==> config.mk <==
export PLATFORM = sky130hd
export DESIGN_NAME = uart_tx
export DESIGN_NICKNAME = d
export VERILOG_FILES = /design/src/rtl/uart_tx.sv
export SDC_FILE = /design/constraint.sdc
export NUM_CORES = 1
export LEC_CHECK = 0
export ABC_AREA = 1
export ABC_CLOCK_PERIOD_IN_PS = 1400
export BUFFER_PORTS_ARGS = -buffer_cell sky130_fd_sc_hd__buf_2
export CAP_MARGIN = 15
export CORE_ASPECT_RATIO = 0.75
export CORE_MARGIN = 2
export CORE_UTILIZATION = 53
export CTS_BUF_LIST = sky130_fd_sc_hd__clkbuf_8
export CTS_CLUSTER_DIAMETER = 100
export DETAILED_ROUTE_END_ITERATION = 12
export HOLD_SLACK_MARGIN = 0.15
export PLACE_DENSITY = 0.84
export SLEW_MARGIN = 20
export SYNTH_ARGS = -nofsm -noshare
export SYNTH_HDL_FRONTEND = slang
export SYNTH_SLANG_ARGS = --single-unit
export TNS_END_PERCENT = 100
==> constraint.sdc <==
create_clock -name clk -period 1.4 [get_ports clk]
set_input_delay 0.07 -clock clk [delete_from_list [all_inputs] [get_ports clk]]
set_output_delay 0.07 -clock clk [all_outputs]
set_load 0.01 [all_outputs]
==> src/rtl/uart_tx.sv <==
// UART transmitter: a one-entry holding register feeds a start/data/parity/stop
// bit engine that advances once per baud tick and drives a registered TXD line.
module uart_tx #(
  parameter int DATA_W    = 8,
  parameter int STOP_BITS = 1
) (
  input  logic              clk,
  input  logic              n_rst,
  input  logic              txen,
  input  logic [DATA_W-1:0] data,
  input  logic              valid,
  output logic              ready,
  input  logic              par_en,
  input  logic              par_odd,
  output logic              txd,
  output logic              busy
);

  localparam int                IDX_W     = $clog2(DATA_W);
  localparam logic [IDX_W-1:0]  LAST_IDX  = IDX_W'(DATA_W - 1);
  localparam logic              LAST_STOP = 1'(STOP_BITS - 1);

  typedef enum logic [2:0] {
    S_IDLE,
    S_START,
    S_DATA,
    S_PARITY,
    S_STOP
  } state_e;

  state_e              state_q, state_d;
  logic                txd_q, txd_d;
  logic                hold_full_q, hold_full_d;
  logic [DATA_W-1:0]   hold_data_q, hold_data_d;
  logic                hold_par_en_q, hold_par_en_d;
  logic                hold_par_odd_q, hold_par_odd_d;
  logic [DATA_W-1:0]   shift_q, shift_d;
  logic                par_en_q, par_en_d;
  logic                par_bit_q, par_bit_d;
  logic [IDX_W-1:0]    bit_idx_q, bit_idx_d;
  logic                stop_cnt_q, stop_cnt_d;
  logic                load;

  always_comb begin
    // NOTE: every *_d starts as its *_q, so no branch below can leave one unassigned and infer a latch.
    state_d        = state_q;
    txd_d          = txd_q;
    hold_full_d    = hold_full_q;
    hold_data_d    = hold_data_q;
    hold_par_en_d  = hold_par_en_q;
    hold_par_odd_d = hold_par_odd_q;
    shift_d        = shift_q;
    par_en_d       = par_en_q;
    par_bit_d      = par_bit_q;
    bit_idx_d      = bit_idx_q;
    stop_cnt_d     = stop_cnt_q;
    load           = 1'b0;

    if (valid && !hold_full_q) begin
      hold_full_d    = 1'b1;
      hold_data_d    = data;
      hold_par_en_d  = par_en;
      hold_par_odd_d = par_odd;
    end

    unique case (state_q)
      S_IDLE: begin
        txd_d = 1'b1;
        if (txen && hold_full_q) load = 1'b1;
      end
      S_START: if (txen) begin
        state_d   = S_DATA;
        bit_idx_d = '0;
        txd_d     = shift_q[0];
        shift_d   = shift_q >> 1;
      end
      S_DATA: if (txen) begin
        if (bit_idx_q != LAST_IDX) begin
          bit_idx_d = bit_idx_q + IDX_W'(1);
          txd_d     = shift_q[0];
          shift_d   = shift_q >> 1;
        end else if (par_en_q) begin
          state_d = S_PARITY;
          txd_d   = par_bit_q;
        end else begin
          state_d    = S_STOP;
          txd_d      = 1'b1;
          stop_cnt_d = 1'b0;
        end
      end
      S_PARITY: if (txen) begin
        state_d    = S_STOP;
        txd_d      = 1'b1;
        stop_cnt_d = 1'b0;
      end
      S_STOP: if (txen) begin
        if (stop_cnt_q != LAST_STOP) stop_cnt_d = stop_cnt_q + 1'b1;
        else if (hold_full_q)        load       = 1'b1;
        else                         state_d    = S_IDLE;
      end
      default: state_d = S_IDLE;
    endcase

    // Parity is fixed at load time so the held byte can be replaced mid-frame.
    if (load) begin
      state_d     = S_START;
      txd_d       = 1'b0;
      shift_d     = hold_data_q;
      par_en_d    = hold_par_en_q;
      par_bit_d   = (^hold_data_q) ^ hold_par_odd_q;
      hold_full_d = 1'b0;
    end
  end

  always_ff @(posedge clk) begin
    if (!n_rst) begin
      state_q        <= S_IDLE;
      txd_q          <= 1'b1;
      hold_full_q    <= 1'b0;
      hold_data_q    <= '0;
      hold_par_en_q  <= 1'b0;
      hold_par_odd_q <= 1'b0;
      shift_q        <= '0;
      par_en_q       <= 1'b0;
      par_bit_q      <= 1'b0;
      bit_idx_q      <= '0;
      stop_cnt_q     <= 1'b0;
    end else begin
      // NOTE: non-blocking updates so every flop samples the pre-edge *_d values together.
      state_q        <= state_d;
      txd_q          <= txd_d;
      hold_full_q    <= hold_full_d;
      hold_data_q    <= hold_data_d;
      hold_par_en_q  <= hold_par_en_d;
      hold_par_odd_q <= hold_par_odd_d;
      shift_q        <= shift_d;
      par_en_q       <= par_en_d;
      par_bit_q      <= par_bit_d;
      bit_idx_q      <= bit_idx_d;
      stop_cnt_q     <= stop_cnt_d;
    end
  end

  assign ready = !hold_full_q;
  assign busy  = (state_q != S_IDLE) || hold_full_q;
  assign txd   = txd_q;

endmodule

* After elaboration in Yosys (flattened, before gate mapping)
Cells that the tools add are included.
** Operators by class
- Reductions and logical operators :: 18
- Bitwise logic cells :: 3
- $add $sub $neg :: 2
- Equal/unequal tests :: 23
- Muxes and demuxes :: 38
** Operators by type and width (number)
- $mux W3 :: 11
- $mux W8 :: 4
- $ne A3 B3 Y1 const B :: 9
- $ne A2 B2 Y1 const B :: 10
- $mux W1 :: 17
- $pmux W8 S2 :: 1
- $reduce_and A8 Y1 :: 2
- $pmux W3 S5 :: 1
- $reduce_and A4 Y1 :: 3
- $reduce_bool A3 Y1 :: 3
- $reduce_xor A8 Y1 :: 1
- $eq A3 B2 Y1 const B :: 2
- $pmux W3 S2 :: 1
- $reduce_and A6 Y1 :: 1
- $reduce_bool A5 Y1 :: 1
- $pmux W1 S4 :: 1
- $add A3 B1 Y3 const B :: 1
- $eq A3 B1 Y1 const B :: 1
- $eq A3 B3 Y1 const B :: 1
- $logic_not A3 Y1 :: 1
- $pmux W1 S3 :: 1
- $logic_and A1 B1 Y1 :: 2
- $not A1 Y1 :: 2
- $pmux W1 S2 :: 1
- other kinds (6) :: 6
** Word-level totals
- Output and inout bits :: 3
- Register bits after elaboration :: 29
- Bits of input ports :: 14

* Logic depth before layout (Yosys ltp)
- Depth after elaboration :: 6
- Mapped depth :: 10

* Least setup slack after synthesis
No wires, ideal clock.
- Path kind :: reg2reg
- Start :: register bit_idx_q[0]
- End :: register shift_q[4]
- Setup time :: 133 ps
- Path slack :: 73 ps
- Data arrival time :: 1194 ps
- Clock period less this slack :: 1327 ps
- Cell stages (with the launch flop) :: 11
- Required time :: 1267 ps
- Cells stage by stage :: dfxtp_1 ha_1 ha_1 inv_1 nand2_2 nand2_2 nand2_4 nand2_4 inv_2 nand2_1 a21oi_2
** Between the ends
- Word-level cells in the longest chain between the ends :: 3
** Ends and longest elaborated chain
- start: declaration :: RTL line 40 : logic [IDX_W-1:0] bit_idx_q, bit_idx_d;
- start signal: assignment :: RTL line 139 : bit_idx_q <= bit_idx_d;
- $ne A3 B3 Y1 :: RTL line 78 : if (bit_idx_q != LAST_IDX) begin
- $ne A3 B3 Y1 (no line)
- $reduce_and A4 Y1 (no line)
- end signal: assignment :: RTL line 136 : shift_q <= shift_d;
- end: declaration :: RTL line 37 : logic [DATA_W-1:0] shift_q, shift_d;
Every way passes these cells.
A chain may end at the register's enable or synchronous reset.

* Worst setup path after layout
- Start :: register state_q[0]
- End :: register shift_q[1]
** Between the ends
- Word-level cells in the longest chain between the ends :: 4
- Elaborated cells between the ends (all ways) :: 12
- Classes of those cells :: eq/ne: 6; mux: 3; reduce/logical: 3
** Ends and longest elaborated chain
- start: declaration :: RTL line 31 : state_e state_q, state_d;
- start signal: assignment :: RTL line 130 : state_q <= state_d;
- $eq A3 B3 Y1 / $logic_not A3 Y1 (equally long branches) :: RTL line 66 : unique case (state_q)
- $pmux W1 S2 :: RTL line 66
- $ne A3 B3 Y1 (no line) / $reduce_bool A3 Y1 (equally long branches)
- $reduce_and A4 Y1 (no line)
Several ways; a longest one is shown, not always the timed one.

==> impl_metrics.csv <==
group,metric,value,unit
power_and_ir_drop,switching_share,28.4,%
detailed_routing,vias,1419,
worst_setup_path,crit_fanout,20,
die,die_w,63.7,µm
synthesis,syn_nets,222,
placement,port_buffers,16,
sta,fin_skew,2.50,ps
sta,slew_headroom,70.0,%
worst_setup_path,cp.arrival,1620,ps
detailed_routing,drt_iter0_markers,133,
placement,gp_congestion,0.827,
grt,grt_max_degree,21,
clocking,cts_tree,"built",
synthesis,synth.avg_cell_area,6.88,µm²
synthesis,yosysSeqAreaShare,39.5,%
detailed_routing,antenna_left,0,
power_and_ir_drop,p_int,1.16,mW
sta,worst_slew_pin_slew,450,ps
sta,fin_tns_setup,-15.4,ps
synthesis,synthTopCellsByArea,"dfxtp_1 40%, nand2_1 16%, a21oi_1 8.5%, o21ai_0 6.7%, inv_1 5.6%",
synthesis,yosysWarnings,0,
clocking,clkSinkCount,28,
final_layout,drive_gt1_share,25.7,%
power_and_ir_drop,p_clk_share,26.1,%
die,start_util,54.9,%
sta,drv_slew,0,
die,die-area,3110,µm²
detailed_routing,wl_per_cell,12.4,µm
sta,fin_crit_sh,101,%
power_and_ir_drop,seq_power_share,53.7,%
sta,period_needed,1420,ps
final_layout,final_cell_mix,"52 x nand2_1, 24 x dfxtp_1, 23 x a21oi_1, 19 x inv_1",
clocking,cts_root_buffer,"clkbuf_8",
final_layout,mostFrequentLayoutCell,"nand2_1",
synthesis,ys_ff_latch,28,
power_and_ir_drop,ir_drop,639,µV
clocking,clk_pin_slew,90,ps
sta,fmax,706,MHz
final_layout,diodes,0,
synthesis,synth.distinct_cells,21,
power_and_ir_drop,total_power,1.62,mW
sta,final-hold-violation-count,0,
placement,hpwlAfterDp,2050,µm
final_layout,nets,255,
final_layout,fill_cells,192,
clocking,htreeDepth,1,
grt,antenna_found_initial,0,
synthesis,yosys.area.top_type_share,39.5,%
synthesis,syn_area,1420,µm²
flow_run,cap_violations,0,
power_and_ir_drop,power_frac_comb,20.2,%
clocking,cts_buffer_depth,2,
detailed_routing,wl,3380,µm
detailed_routing,drc,0,
power_and_ir_drop,powerDensity,898,nW/µm²
clocking,insertion_delay,270,ps
sta,rsz0062_at_grt,"yes",
power_and_ir_drop,p_leak,0.768,nW
worst_setup_path,worst_setup_path_end_kind,"flop",
die,core_area,2580,µm²
worst_setup_path,worst_ep_required_time,1600,ps
synthesis,yosys.area.top_type,"dfxtp_1",
grt,overflow,0,
sta,hold_ws,240,ps
status,violations,"setup timing",
sta,setup_viol,1,
placement,dp_slack,-40.7,ps
min_path,min-delay-path-class,"in2reg",
status,status,"finished, violations left",
die,num_io_pins,17,
power_and_ir_drop,switching_power,460,µW
clocking,cts_made_buffers,3,
final_layout,register_area,566,µm²
synthesis,synthCells,206,
die,die_h,48.8,µm
grt,grt_pass1_wl,5240,µm
detailed_routing,via_per_inst,5.20,
grt,grt_use_total,21.4,%
sta,setup_ws,-15.4,ps
worst_setup_path,startpoint_type,"flop",
die,rows,16,
final_layout,fin_util,69.8,%
final_layout,syn_to_final_growth,27.2,%
detailed_routing,dr.pass1.iters,4,
worst_setup_path,crit_type,"reg2reg",
final_layout,multi_input_area,806,µm²
grt,grt_pass1_vias,1198,
[critical path, stage by stage (launching register included)]
cell     delay [ps]
dfxtp_2         350
nor2_2          150
nand2_1          90
inv_2            90
nand2_4         170
o21ai_1         250
nand2_1         100
a21oi_1         140
[worst paths after layout]
| kind | start | end | slack, ps | cells past startpoint |
|---|---|---|---|---|
| setup / recovery | state_q[0] | shift_q[1] | -20 | 7 |
| setup reg to reg | state_q[0] | shift_q[1] | -20 | 7 |
| hold reg to reg | shift_q[6] | shift_q[6] | 480 | 2 |
| hold / removal | n_rst | hold_data_q[7] | 240 | 4 |
[routing by layer]
metal	share of wire [%]	routed length [µm]	vias up	global-route usage (%)
met5	0	0	-	0
met4	2.7	93	0	8.33
met3	6.4	216	8	5.08
met2	45	1520	44	31.8
met1	46	1560	647	30.1
li1	-	-	720	-
[synth_stat cells]
master    instances
a21oi_1          24
a21oi_2           3
buf_6             1
buf_8             1
clkbuf_1          3
dfxtp_1          28
ha_1              2
inv_1            21
inv_2             5
nand2_1          60
nand2_2           2
nand2_4           3
nand3_1           8
nor2_1           14
nor2_2            2
o211ai_1          1
o21ai_0          19
o21ai_1           2
o21ai_2           3
xnor2_1           2
xor2_1            2
[sequential cells by signal, indices dropped and copies added, names as in the netlist]
name	flops
hold_par_odd_q	1
shift_q	8
state_q	3
par_en_q	1
hold_data_q	8
hold_full_q	1
bit_idx_q	3
hold_par_en_q	1
par_bit_q	1
txd	1
[layout make-up]
class / instances / area share [%]
well taps: 36 / 2.50
clock buffers: 3 / 2.29
multi-input cells: 147 / 44.7
flip-flops and latches: 28 / 31.4
inverters: 26 / 6.11
repair buffers: 33 / 13.0
[power by group through the flow]
stage	logic, mW	registers [mW]	clock network (mW)
floorplan	0.201	0.880	0
global placement	0.255	0.884	0
detailed placement	0.263	0.885	0
CTS	0.298	0.867	0.434
global route	0.369	0.875	0.467
finish	0.327	0.869	0.423
[kinds of logic after synthesis]
family          count (synthesis)  share of synthesized area, %
xor+xnor                        4                          2.47
simple gates                   89                          26.6
flops                          28                          39.5
buf+inv                        31                          9.53
compound gates                 52                          20.1
fa+ha+maj                       2                          1.76
[timing repair]
| item | in CTS | in global routing |
|---|---|---|
| hold endpoints to repair | 11 | 0 |
| hold buffers | 11 | 0 |
| resized for setup | 5 | 27 |
| buffers inserted | 2 | 2 |
| pin swaps | 0 | 2 |
| endpoints found under the setup margin | 8 | 15 |
[through the flow]
stage	std cells	cell area (µm²)
floorplan	206	1420
global placement	255	1520
detailed placement	255	1520
CTS	271	1700
global route	273	1800
finish	273	1800
Note: power is estimated with default switching activity, not from simulation.
